**src/rtl/led_pwm_pkg.sv**
```systemverilog
// Shared definitions for the LED PWM bank.
//   mode_e     : per-channel operating mode (2 bits)
//   DIR_UP/DN  : breathe direction encodings
//   ch_width() : channel index width for a given channel count (min 1)
package led_pwm_pkg;

    typedef enum logic [1:0] {
        MODE_OFF     = 2'd0,
        MODE_STATIC  = 2'd1,
        MODE_BREATHE = 2'd2,
        MODE_BLINK   = 2'd3
    } mode_e;

    localparam logic DIR_UP   = 1'b0;
    localparam logic DIR_DOWN = 1'b1;

    function automatic int ch_width(input int n_ch);
        return (n_ch > 1) ? $clog2(n_ch) : 1;
    endfunction

endpackage

```
**src/rtl/led_pwm_if.sv**
```systemverilog
// Configuration write port of the LED PWM bank.
//   cfg_we   : write strobe, one cycle per write
//   cfg_ch   : target channel (values >= N_CH are dropped by the bank)
//   cfg_mode : 0=OFF 1=STATIC 2=BREATHE 3=BLINK
//   cfg_duty : STATIC duty / BLINK on-level
// Handshake: valid-only. cfg_we is the valid; there is no ready because the
// bank accepts every write in the cycle it is presented. Fields are only
// meaningful while cfg_we is high.
// Modports: master (register block side), slave (bank side).
interface led_pwm_if
    import led_pwm_pkg::*;
#(
    parameter int N_CH  = 4,
    parameter int PWM_W = 8
) ();

    localparam int CH_W = ch_width(N_CH);

    logic             cfg_we;
    logic [CH_W-1:0]  cfg_ch;
    logic [1:0]       cfg_mode;
    logic [PWM_W-1:0] cfg_duty;

    modport master (output cfg_we, cfg_ch, cfg_mode, cfg_duty);
    modport slave  (input  cfg_we, cfg_ch, cfg_mode, cfg_duty);

endinterface

```
**src/rtl/led_pwm_chan.sv**
```systemverilog
// One LED channel: shadow config, active level, mode logic and output flops.
//   clk, arstn : clock, asynchronous active-low reset
//   wr_en      : write this channel's shadow mode/duty this cycle
//   wr_mode    : new shadow mode
//   wr_duty    : new shadow duty
//   boundary   : high in the cycle where the shared pwm_cnt is all-ones
//   step       : a brightness step is due at this boundary
//   pwm_cnt    : shared PWM counter
//   led, led_n : registered PWM output and its separately registered complement
// Optional build macro: LED_PWM_GAMMA_EN squares the level (>>PWM_W) before
// the comparison; the squared value is latched at the boundary alongside the
// level, so output latency is the same either way.
module led_pwm_chan
    import led_pwm_pkg::*;
#(
    parameter int PWM_W = 8
) (
    input  logic             clk,
    input  logic             arstn,
    input  logic             wr_en,
    input  mode_e            wr_mode,
    input  logic [PWM_W-1:0] wr_duty,
    input  logic             boundary,
    input  logic             step,
    input  logic [PWM_W-1:0] pwm_cnt,
    output logic             led,
    output logic             led_n
);

    localparam logic [PWM_W-1:0] LVL_MAX = '1;

    mode_e            sh_mode, act_mode;
    logic [PWM_W-1:0] sh_duty;
    logic [PWM_W-1:0] level, level_d;
    logic [PWM_W-1:0] cmp_q, cmp_d;
    logic             dir, dir_d;
    logic             blink_on, blink_on_d;
    logic             hit;

    // Next active state, consumed only on the boundary edge. The shadow
    // registers read here are the values held before that edge, so a write
    // landing in the boundary cycle waits for the following boundary.
    always_comb begin
        level_d    = level;
        dir_d      = dir;
        blink_on_d = blink_on;
        case (sh_mode)
            MODE_OFF:    level_d = '0;
            MODE_STATIC: level_d = sh_duty;
            MODE_BREATHE: begin
                if (act_mode != MODE_BREATHE) begin
                    level_d = '0;
                    dir_d   = DIR_UP;
                end else if (step) begin
                    if (dir == DIR_UP) begin
                        if (level == LVL_MAX) begin
                            dir_d   = DIR_DOWN;
                            level_d = LVL_MAX - 1'b1;
                        end else begin
                            level_d = level + 1'b1;
                        end
                    end else begin
                        if (level == '0) begin
                            dir_d   = DIR_UP;
                            level_d = PWM_W'(1);
                        end else begin
                            level_d = level - 1'b1;
                        end
                    end
                end
            end
            MODE_BLINK: begin
                // Phase bit rather than testing the level so a duty of 0
                // still alternates phases and a duty rewrite applies to the
                // next on-phase.
                if (act_mode != MODE_BLINK) begin
                    blink_on_d = 1'b1;
                end else if (step) begin
                    blink_on_d = ~blink_on;
                end
                level_d = blink_on_d ? sh_duty : '0;
            end
            default: level_d = '0;
        endcase
    end

`ifdef LED_PWM_GAMMA_EN
    logic [2*PWM_W-1:0] lvl_wide;
    logic [2*PWM_W-1:0] lvl_sq;
    assign lvl_wide = {{PWM_W{1'b0}}, level_d};
    assign lvl_sq   = lvl_wide * lvl_wide;
    assign cmp_d    = lvl_sq[2*PWM_W-1:PWM_W];
`else
    assign cmp_d    = level_d;
`endif

    assign hit = (cmp_q > pwm_cnt);

    always_ff @(posedge clk or negedge arstn) begin
        if (!arstn) begin
            sh_mode  <= MODE_OFF;
            sh_duty  <= '0;
            act_mode <= MODE_OFF;
            level    <= '0;
            dir      <= DIR_UP;
            blink_on <= 1'b0;
            cmp_q    <= '0;
            led      <= 1'b0;
            led_n    <= 1'b0;
        end else begin
            if (wr_en) begin
                sh_mode <= wr_mode;
                sh_duty <= wr_duty;
            end
            if (boundary) begin
                act_mode <= sh_mode;
                level    <= level_d;
                dir      <= dir_d;
                blink_on <= blink_on_d;
                cmp_q    <= cmp_d;
            end
            led   <= hit;
            led_n <= ~hit;
        end
    end

endmodule

```
**src/rtl/led_pwm_bank.sv**
```systemverilog
// Multi-channel LED PWM engine.
//   clk, arstn : clock, asynchronous active-low reset
//   cfg        : configuration write port (led_pwm_if.slave)
//   led_o      : per-channel PWM output, registered
//   led_n_o    : complement of led_o from its own register (0 in reset)
//   tick_o     : one-cycle pulse per brightness step
//   period_o   : one-cycle pulse after each PWM wrap
// Parameters: N_CH channels, PWM_W counter/duty bits, STEP_DIV clk cycles per
// step. Optional build macro LED_PWM_GAMMA_EN (see led_pwm_chan).
module led_pwm_bank
    import led_pwm_pkg::*;
#(
    parameter int N_CH     = 4,
    parameter int PWM_W    = 8,
    parameter int STEP_DIV = 25000
) (
    input  logic            clk,
    input  logic            arstn,
    led_pwm_if.slave        cfg,
    output logic [N_CH-1:0] led_o,
    output logic [N_CH-1:0] led_n_o,
    output logic            tick_o,
    output logic            period_o
);

    localparam int CH_W  = ch_width(N_CH);
    localparam int PRE_W = $clog2(STEP_DIV);
    localparam logic [PRE_W-1:0] PRE_LAST = PRE_W'(STEP_DIV - 1);

    logic [PRE_W-1:0] pre_cnt;
    logic [PWM_W-1:0] pwm_cnt;
    logic             step_pend;
    logic             boundary;
    logic             step;

    assign boundary = (pwm_cnt == '1);
    // A tick arriving in the boundary cycle itself still counts for this
    // boundary; any number of ticks in one period collapse into one step.
    assign step     = step_pend | tick_o;

    always_ff @(posedge clk or negedge arstn) begin
        if (!arstn) begin
            pre_cnt   <= '0;
            tick_o    <= 1'b0;
            pwm_cnt   <= '0;
            period_o  <= 1'b0;
            step_pend <= 1'b0;
        end else begin
            pre_cnt   <= (pre_cnt == PRE_LAST) ? '0 : pre_cnt + 1'b1;
            tick_o    <= (pre_cnt == PRE_LAST);
            pwm_cnt   <= pwm_cnt + 1'b1;
            period_o  <= boundary;
            step_pend <= boundary ? 1'b0 : step;
        end
    end

    for (genvar i = 0; i < N_CH; i++) begin : g_ch
        logic wr_en;
        // Exact index match, so channel numbers >= N_CH select nothing.
        assign wr_en = cfg.cfg_we && (cfg.cfg_ch == CH_W'(i));

        led_pwm_chan #(.PWM_W(PWM_W)) u_chan (
            .clk      (clk),
            .arstn    (arstn),
            .wr_en    (wr_en),
            .wr_mode  (mode_e'(cfg.cfg_mode)),
            .wr_duty  (cfg.cfg_duty),
            .boundary (boundary),
            .step     (step),
            .pwm_cnt  (pwm_cnt),
            .led      (led_o[i]),
            .led_n    (led_n_o[i])
        );
    end

endmodule

```
**src/flat_wrapper.sv**
```systemverilog
// flat-port wrapper written by rule: the top's interface ports become plain ports
module led_pwm_bank_flat import led_pwm_pkg::*;
#(
    parameter int N_CH     = 4,
    parameter int PWM_W    = 8,
    parameter int STEP_DIV = 25000
)
  (clk, arstn, led_o, led_n_o, tick_o, period_o, cfg_cfg_we, cfg_cfg_ch, cfg_cfg_mode, cfg_cfg_duty);
  led_pwm_if #(.N_CH(N_CH), .PWM_W(PWM_W)) cfg_i ();
  input  logic clk;
  input  logic arstn;
  output logic [N_CH-1:0] led_o;
  output logic [N_CH-1:0] led_n_o;
  output logic tick_o;
  output logic period_o;
  input wire logic [$bits(cfg_i.cfg_we)-1:0] cfg_cfg_we;
  input wire logic [$bits(cfg_i.cfg_ch)-1:0] cfg_cfg_ch;
  input wire logic [$bits(cfg_i.cfg_mode)-1:0] cfg_cfg_mode;
  input wire logic [$bits(cfg_i.cfg_duty)-1:0] cfg_cfg_duty;
  assign cfg_i.cfg_we = cfg_cfg_we;
  assign cfg_i.cfg_ch = cfg_cfg_ch;
  assign cfg_i.cfg_mode = cfg_cfg_mode;
  assign cfg_i.cfg_duty = cfg_cfg_duty;
  led_pwm_bank #(.N_CH(N_CH), .PWM_W(PWM_W), .STEP_DIV(STEP_DIV)) u_core (.clk(clk), .arstn(arstn), .cfg(cfg_i), .led_o(led_o), .led_n_o(led_n_o), .tick_o(tick_o), .period_o(period_o));
endmodule
```
**config.mk**
```make
export PLATFORM = sky130hd
export DESIGN_NAME = led_pwm_bank_flat
export DESIGN_NICKNAME = d
export VERILOG_FILES = /design/src/rtl/led_pwm_pkg.sv /design/src/rtl/led_pwm_if.sv /design/src/rtl/led_pwm_chan.sv /design/src/rtl/led_pwm_bank.sv /design/src/flat_wrapper.sv
export SDC_FILE = /design/constraint.sdc
export NUM_CORES = 1
export LEC_CHECK = 0
export ABC_AREA = 1
export CAP_MARGIN = 20
export CORE_MARGIN = 4
export CORE_UTILIZATION = 25
export CTS_BUF_LIST = sky130_fd_sc_hd__clkbuf_4 sky130_fd_sc_hd__clkbuf_8 sky130_fd_sc_hd__clkbuf_16
export DETAILED_ROUTE_END_ITERATION = 8
export PLACE_DENSITY = 0.4
export SLEW_MARGIN = 20
export SYNTH_ARGS = -nofsm -noshare
export SYNTH_HDL_FRONTEND = slang
export SYNTH_SLANG_ARGS = --single-unit
```
**constraint.sdc**
```tcl
create_clock -name clk -period 1.5 [get_ports clk]
set_input_delay 0.15 -clock clk [delete_from_list [all_inputs] [get_ports clk]]
set_output_delay 0.15 -clock clk [all_outputs]
set_load 0.01 [all_outputs]
```
# After elaboration in Yosys (flattened, before gate mapping)
# Index checks and enable logic that the tools add are counted.
totals:
  reg_bits: 122
  out_inout_bits: 10
  word_cells: 184
op_classes:
  bitwise: 9
  mux: 62
  add_sub_neg: 10
  n_reduce_logical: 29
  n_lt_le_gt_ge: 4
  n_eq_ne: 33
ops:
  columns: ["op", "count"]
  rows:
  - ["8-bit 2-to-1 mux", 24]
  - ["8-bit case mux with 4 select lines", 4]
  - ["8-bit by 1-bit adder with 8-bit output, second input constant", 5]
  - ["8-bit == test, second input constant", 5]
  - ["1-bit 2-to-1 mux", 33]
  - ["8-bit > comparator", 4]
  - ["8-bit zero test", 4]
  - ["8-bit by 1-bit subtractor with 8-bit output, second input constant", 4]
  - ["2-bit == test, second input constant", 10]
  - ["2-bit != test, second input constant", 8]
  - ["2-bit AND reduction", 8]
  - ["15-bit by 1-bit adder with 15-bit output, second input constant", 1]
  - ["15-bit == test, second input constant", 1]
  - ["15-bit 2-to-1 mux", 1]
  - ["3-bit by 2-bit != test with 1-bit output, second input constant", 4]
  - ["3-bit AND reduction", 4]
  - ["2-bit by 1-bit == test with 1-bit output, second input constant", 5]
  - ["2-bit zero test", 5]
  - ["1-bit NOT", 8]
  - ["2-bit nonzero test", 4]
  - ["1-bit logical AND", 4]
  - ["1-bit OR", 1]

# Depth between registers and ports, before layout
depth:
  ltp_word: 6
  ltp_mapped: 11
  ltp_nobuf: 11

# Hierarchy
# A second synthesis with hierarchy kept.
unflattened:
  hier_cells: 1122
  hier_area_um2: 8167.8
by_module_without_submodules:
  columns: ["module", "area_each_um2", "seq_area_each_um2", "instances", "cells_per_inst"]
  rows:
  - ["led_pwm_chan (u_core.g_ch[1].u_chan ...)", 1702.9, 600.6, 2, 243]
  - ["led_pwm_chan (u_core.g_ch[3].u_chan)", 1740.4, 600.6, 1, 233]
  - ["led_pwm_chan (u_core.g_ch[0].u_chan)", 1694.1, 600.6, 1, 242]
  - ["led_pwm_bank", 1327.5, 650.6, 1, 161]

# Least setup slack after synthesis
# Ideal clock, no wire load.
synth_path:
  kind: "register to register"
  startpoint: "register u_core.pwm_cnt[0]"
  endpoint: "register u_core.g_ch[3].u_chan.cmp_q[7]"
  required_ps: 1383
  arrival_time_ps: 1419
  path_stages_with_launch: 9
  setup_slack_ps: -36
  period_less_slack_ps: 1536
  setup_ps: 117
  cell_sequence: "dfrtp_1 ha_1 nand2_1 nor2_2 nand2_4 a21oi_4 inv_4 nand2_1 nand2_1"
synth_between:
  elab_chain_len: 2
synth_rtl:
  columns: ["item", "line", "text"]
  rows:
  - ["start, declared", "led_pwm_bank.sv:31", "logic [PWM_W-1:0] pwm_cnt;"]
  - ["start signal, assigned", "led_pwm_bank.sv:51", "pwm_cnt <= pwm_cnt + 1'b1;"]
  - ["8-bit == test", "led_pwm_bank.sv:36", "assign boundary = (pwm_cnt == '1);"]
  - ["2-bit AND reduction (no line)", null, null]
  - ["end signal, assigned", "led_pwm_chan.sv:120", "cmp_q <= cmp_d;"]
  - ["end, declared", "led_pwm_chan.sv:35", "logic [PWM_W-1:0] cmp_q, cmp_d;"]
# No other way between the ends.
# A chain may end at the register's enable or synchronous reset.

# Worst setup path in the final report
layout_path:
  startpoint: "register u_core.pwm_cnt[0]"
  endpoint: "register u_core.g_ch[3].u_chan.cmp_q[3]"
# The elaborated chain is that of the path after synthesis.

==> reports/metrics.csv <==
stage,metric,value,unit
synth,yosys_warnings,0,
clocking,clk_latency,0.43,ns
layout,syn2layout_area_growth,40.8,%
synth,syn_avg_cell_area,7.12,sq um
layout,drive_above_1_share,0.272,
synth,seq_area_frac_synth,0.385,
layout,final_common_cell,nand2_1,
power,sw_frac_of_total,0.227,
route,drt_first_pass_iters,5,
sta,fin_setup_tns,-1.10,ns
sta,max_freq,637,MHz
route,num_vias,7717,
layout,num_antenna_cells,0,
min_path,min_path_type,in -> async,
die,dieHeight,186,microns
outcome,failed_checks,setup timing,
critical_path,cp_slowest_cell,dfrtp_1,
route,final_antenna_net_count,0,
synth,synthMuxAreaShare,0,
place,dp_hpwl,18900,microns
global_route,antenna_found_initial,1,
power,power.internal,7.07,mW
critical_path,end_kind,register,
global_route,overflow,0,
sta,rsz0062_at_grt,yes,
power,p_seq_frac,0.390,
critical_path,crit_arrival,1.93,ns
clocking,clk_pin_slew,0.06,ns
critical_path,path_cells,ha_2 > nand2_2 > nor2_4 > nand2_8 > a21oi_4 > buf_4 > nand2_1 > nand2_1,
power,pwr_density_cell,819,nW/um^2
layout,final_cell_mix,"nand2_1, buf_4, nand3_1",
power,p_leak,5.67,nW
sta,setup_ws,-0.0690,ns
route,totalWireLength,25400,microns
global_route,grt_pass1_vias,7378,
sta,worstMarginPinSlew,0.479,ns
critical_path,cpMostUsedCell,nand2_1,
synth,ys_types,38,
sta,layout_worst_path_cycle_share,1.05,
sta,worst_hold_slack,0.239,ns
synth,syn_inst,1114,
die,core,30900,sq um
clocking,root_buffer,clkbuf_16,
clocking,cts_buffers,17,
critical_path,path_class,reg -> reg,
critical_path,cp_max_fo,5,
die,die_w,186,microns
sta,setup_viol_count_final,35,
synth,synth-simple-area-share,0.333,
synth,synth_top_family_by_area,simple AND/OR/NAND/NOR gates,
die,rows,64,
power,peakVddDrop,0.803,mV
flow_run,drv_cap,0,
critical_path,start_kind,register,
synth,synth_seq_cells,122,
critical_path,slowest_delay,0.35,ns
clocking,clock_path_buffers,2,
place,portBuffers,24,
sta,skew,0.00840,ns
critical_path,startpoint,u_core.pwm_cnt[0],
synth,synth_nets,1175,
synth,synth_area,7930,sq um
die,io_pins,25,
power,power,9.15,mW
die,start_util,0.257,
synth,synth-compound-area-share,0.0913,
global_route,grt_max_degree,43,
critical_path,r2r-start,u_core.pwm_cnt[0],
sta,final_hold_viol_count,0,
route,wl_per_cell,14.9,microns
sta,period_needed,1.57,ns
global_route,grt_first_pass_wirelength,40100,microns
clocking,cts_tree,built,
global_route,grt_use_total,0.149,
clocking,h-tree-depth,4,
power,p_switching,2.08,mW
sta,finalMaxSlewViolations,0,
power,comb_power_share,0.070,
clocking,cts.sinks,122,
power,clockPowerShare,0.540,
route,drcViolationCount,0,
place,place_congestion,0.832,
synth,synth-adder-area-share,0.0726,
sta,maxSlewHeadroom,0.681,
critical_path,worst-endpoint-required,1.86,ns
die,fp.dieArea,34600,sq um
layout,fillers,3242,
layout,finalNetCount,1362,
synth,synthXorXnorAreaFrac,0.0254,
route,vias_per_cell,4.51,
route,drtIter0Drc,463,
outcome,status,"complete, but fails checks",
-- state kept, by name, indices dropped and copies added (netlist names) --
register / flops
u_core.g_ch.u_chan.blink_on: 4
u_core.g_ch.u_chan.dir: 4
u_core.period_o: 1
u_core.g_ch.u_chan.sh_duty: 32
u_core.step_pend: 1
u_core.g_ch.u_chan.led: 4
u_core.g_ch.u_chan.led_n: 4
u_core.tick_o: 1
u_core.g_ch.u_chan.cmp_q: 32
u_core.pwm_cnt: 8
u_core.g_ch.u_chan.sh_mode: 8
u_core.g_ch.u_chan.act_mode: 8
u_core.pre_cnt: 15
-- path summary, 6_finish.rpt --
| path | endpoint | slack, ns | cells after the start |
|---|---|---|---|
| max in group asynchronous | u_core.g_ch[3].u_chan.cmp_q[2] | 0.64 | 3 |
| max reg2reg | u_core.g_ch[3].u_chan.cmp_q[3] | -0.07 | 8 |
| min in group clk | u_core.g_ch[1].u_chan.sh_duty[3] | 0.47 | 3 |
| max | u_core.g_ch[3].u_chan.cmp_q[3] | -0.07 | 8 |
| min | u_core.g_ch[1].u_chan.dir | 0.24 | 2 |
| min reg2reg | u_core.g_ch[1].u_chan.sh_duty[1] | 0.48 | 2 |
-- Yosys cell counts (all sizes together) --
cell type,count,area [sq um]
nor3,14,86.3
ha,46,576
a21oi,30,214
nand4,22,138
xor2,18,158
and3,1,6.26
clkbuf,19,78.8
or2,1,8.76
nor4,2,12.5
inv,130,495
a31oi,2,12.5
nor2,102,405
nand3b,3,22.5
dfrtp,122,3050
o31ai,1,7.51
nand3,120,601
xnor2,5,43.8
nor3b,1,7.51
a211oi,4,30.0
nand2,356,1350
buf,24,163
o21ai,89,445
o211ai,2,15.0
-- layer usage --
| metal | vias to the layer above | wire, microns | global-route usage |
|---|---|---|---|
| met5 | - | 0 | 0 |
| met4 | 0 | 372 | 0.0382 |
| met3 | 36 | 922 | 0.0259 |
| met1 | 3583 | 12500 | 0.208 |
| li1 | 3961 | - | - |
| met2 | 137 | 11600 | 0.241 |
-- stage by stage --
step	area, sq um	setup WS, ns	util	cells
final	11200	-0.0690	0.361	1710
after global routing	11200	-0.153	0.361	1710
after CTS	10700	-0.0727	0.348	1699
after detailed placement	9770	-0.250	0.316	1655
after global placement	9770	-0.253	0.316	1655
after floorplan	7940	0.00478	-	1114
-- critical path: cells and delay by family (launching register included) --
family	cells	cell delay, ns
buffers and inverters	1	0.17
AOI/OAI and AO/OA	1	0.22
adders and majority gates	1	0.19
DFF	1	0.35
and+or+nand+nor	5	0.57
-- cell type report --
class	count	area [sq um]	share of cell area
clock buffers	19	453	0.0405
clock inverters	13	245	0.0220
inverters	130	515	0.0461
multi-input cells	820	4590	0.411
flip-flops and latches	122	3070	0.275
well taps	396	495	0.0444
repair buffers	210	1800	0.161
-- repair_timing --
| item | in CTS | in global routing |
|---|---|---|
| hold buffers | 1 | 0 |
| pin swaps | 28 | 22 |
| setup buffers | 11 | 10 |
| setup endpoints to repair | 49 | 56 |
| resized for setup | 72 | 90 |
| hold endpoints to repair | 38 | 0 |
| gates cloned | 0 | 1 |
-- logic make-up after synthesis --
family / Yosys count
adder cells (fa/ha/maj): 46
buffers and inverters: 173
AND/OR/NAND/NOR: 622
flip-flops: 122
AO/OA/AOI/OAI: 128
XOR/XNOR: 23
-- power groups by stage --
| stage | Clock (mW) | Combinational, mW | Sequential (mW) |
|---|---|---|---|
| floorplan | 0 | 0.303 | 3.60 |
| finish | 4.94 | 0.642 | 3.57 |
| global placement | 0 | 0.634 | 3.62 |
| global route | 5.22 | 0.731 | 3.59 |
| CTS | 5.07 | 0.646 | 3.56 |
| detailed placement | 0 | 0.639 | 3.62 |
No activity file was read; power rests on OpenSTA's default activity.
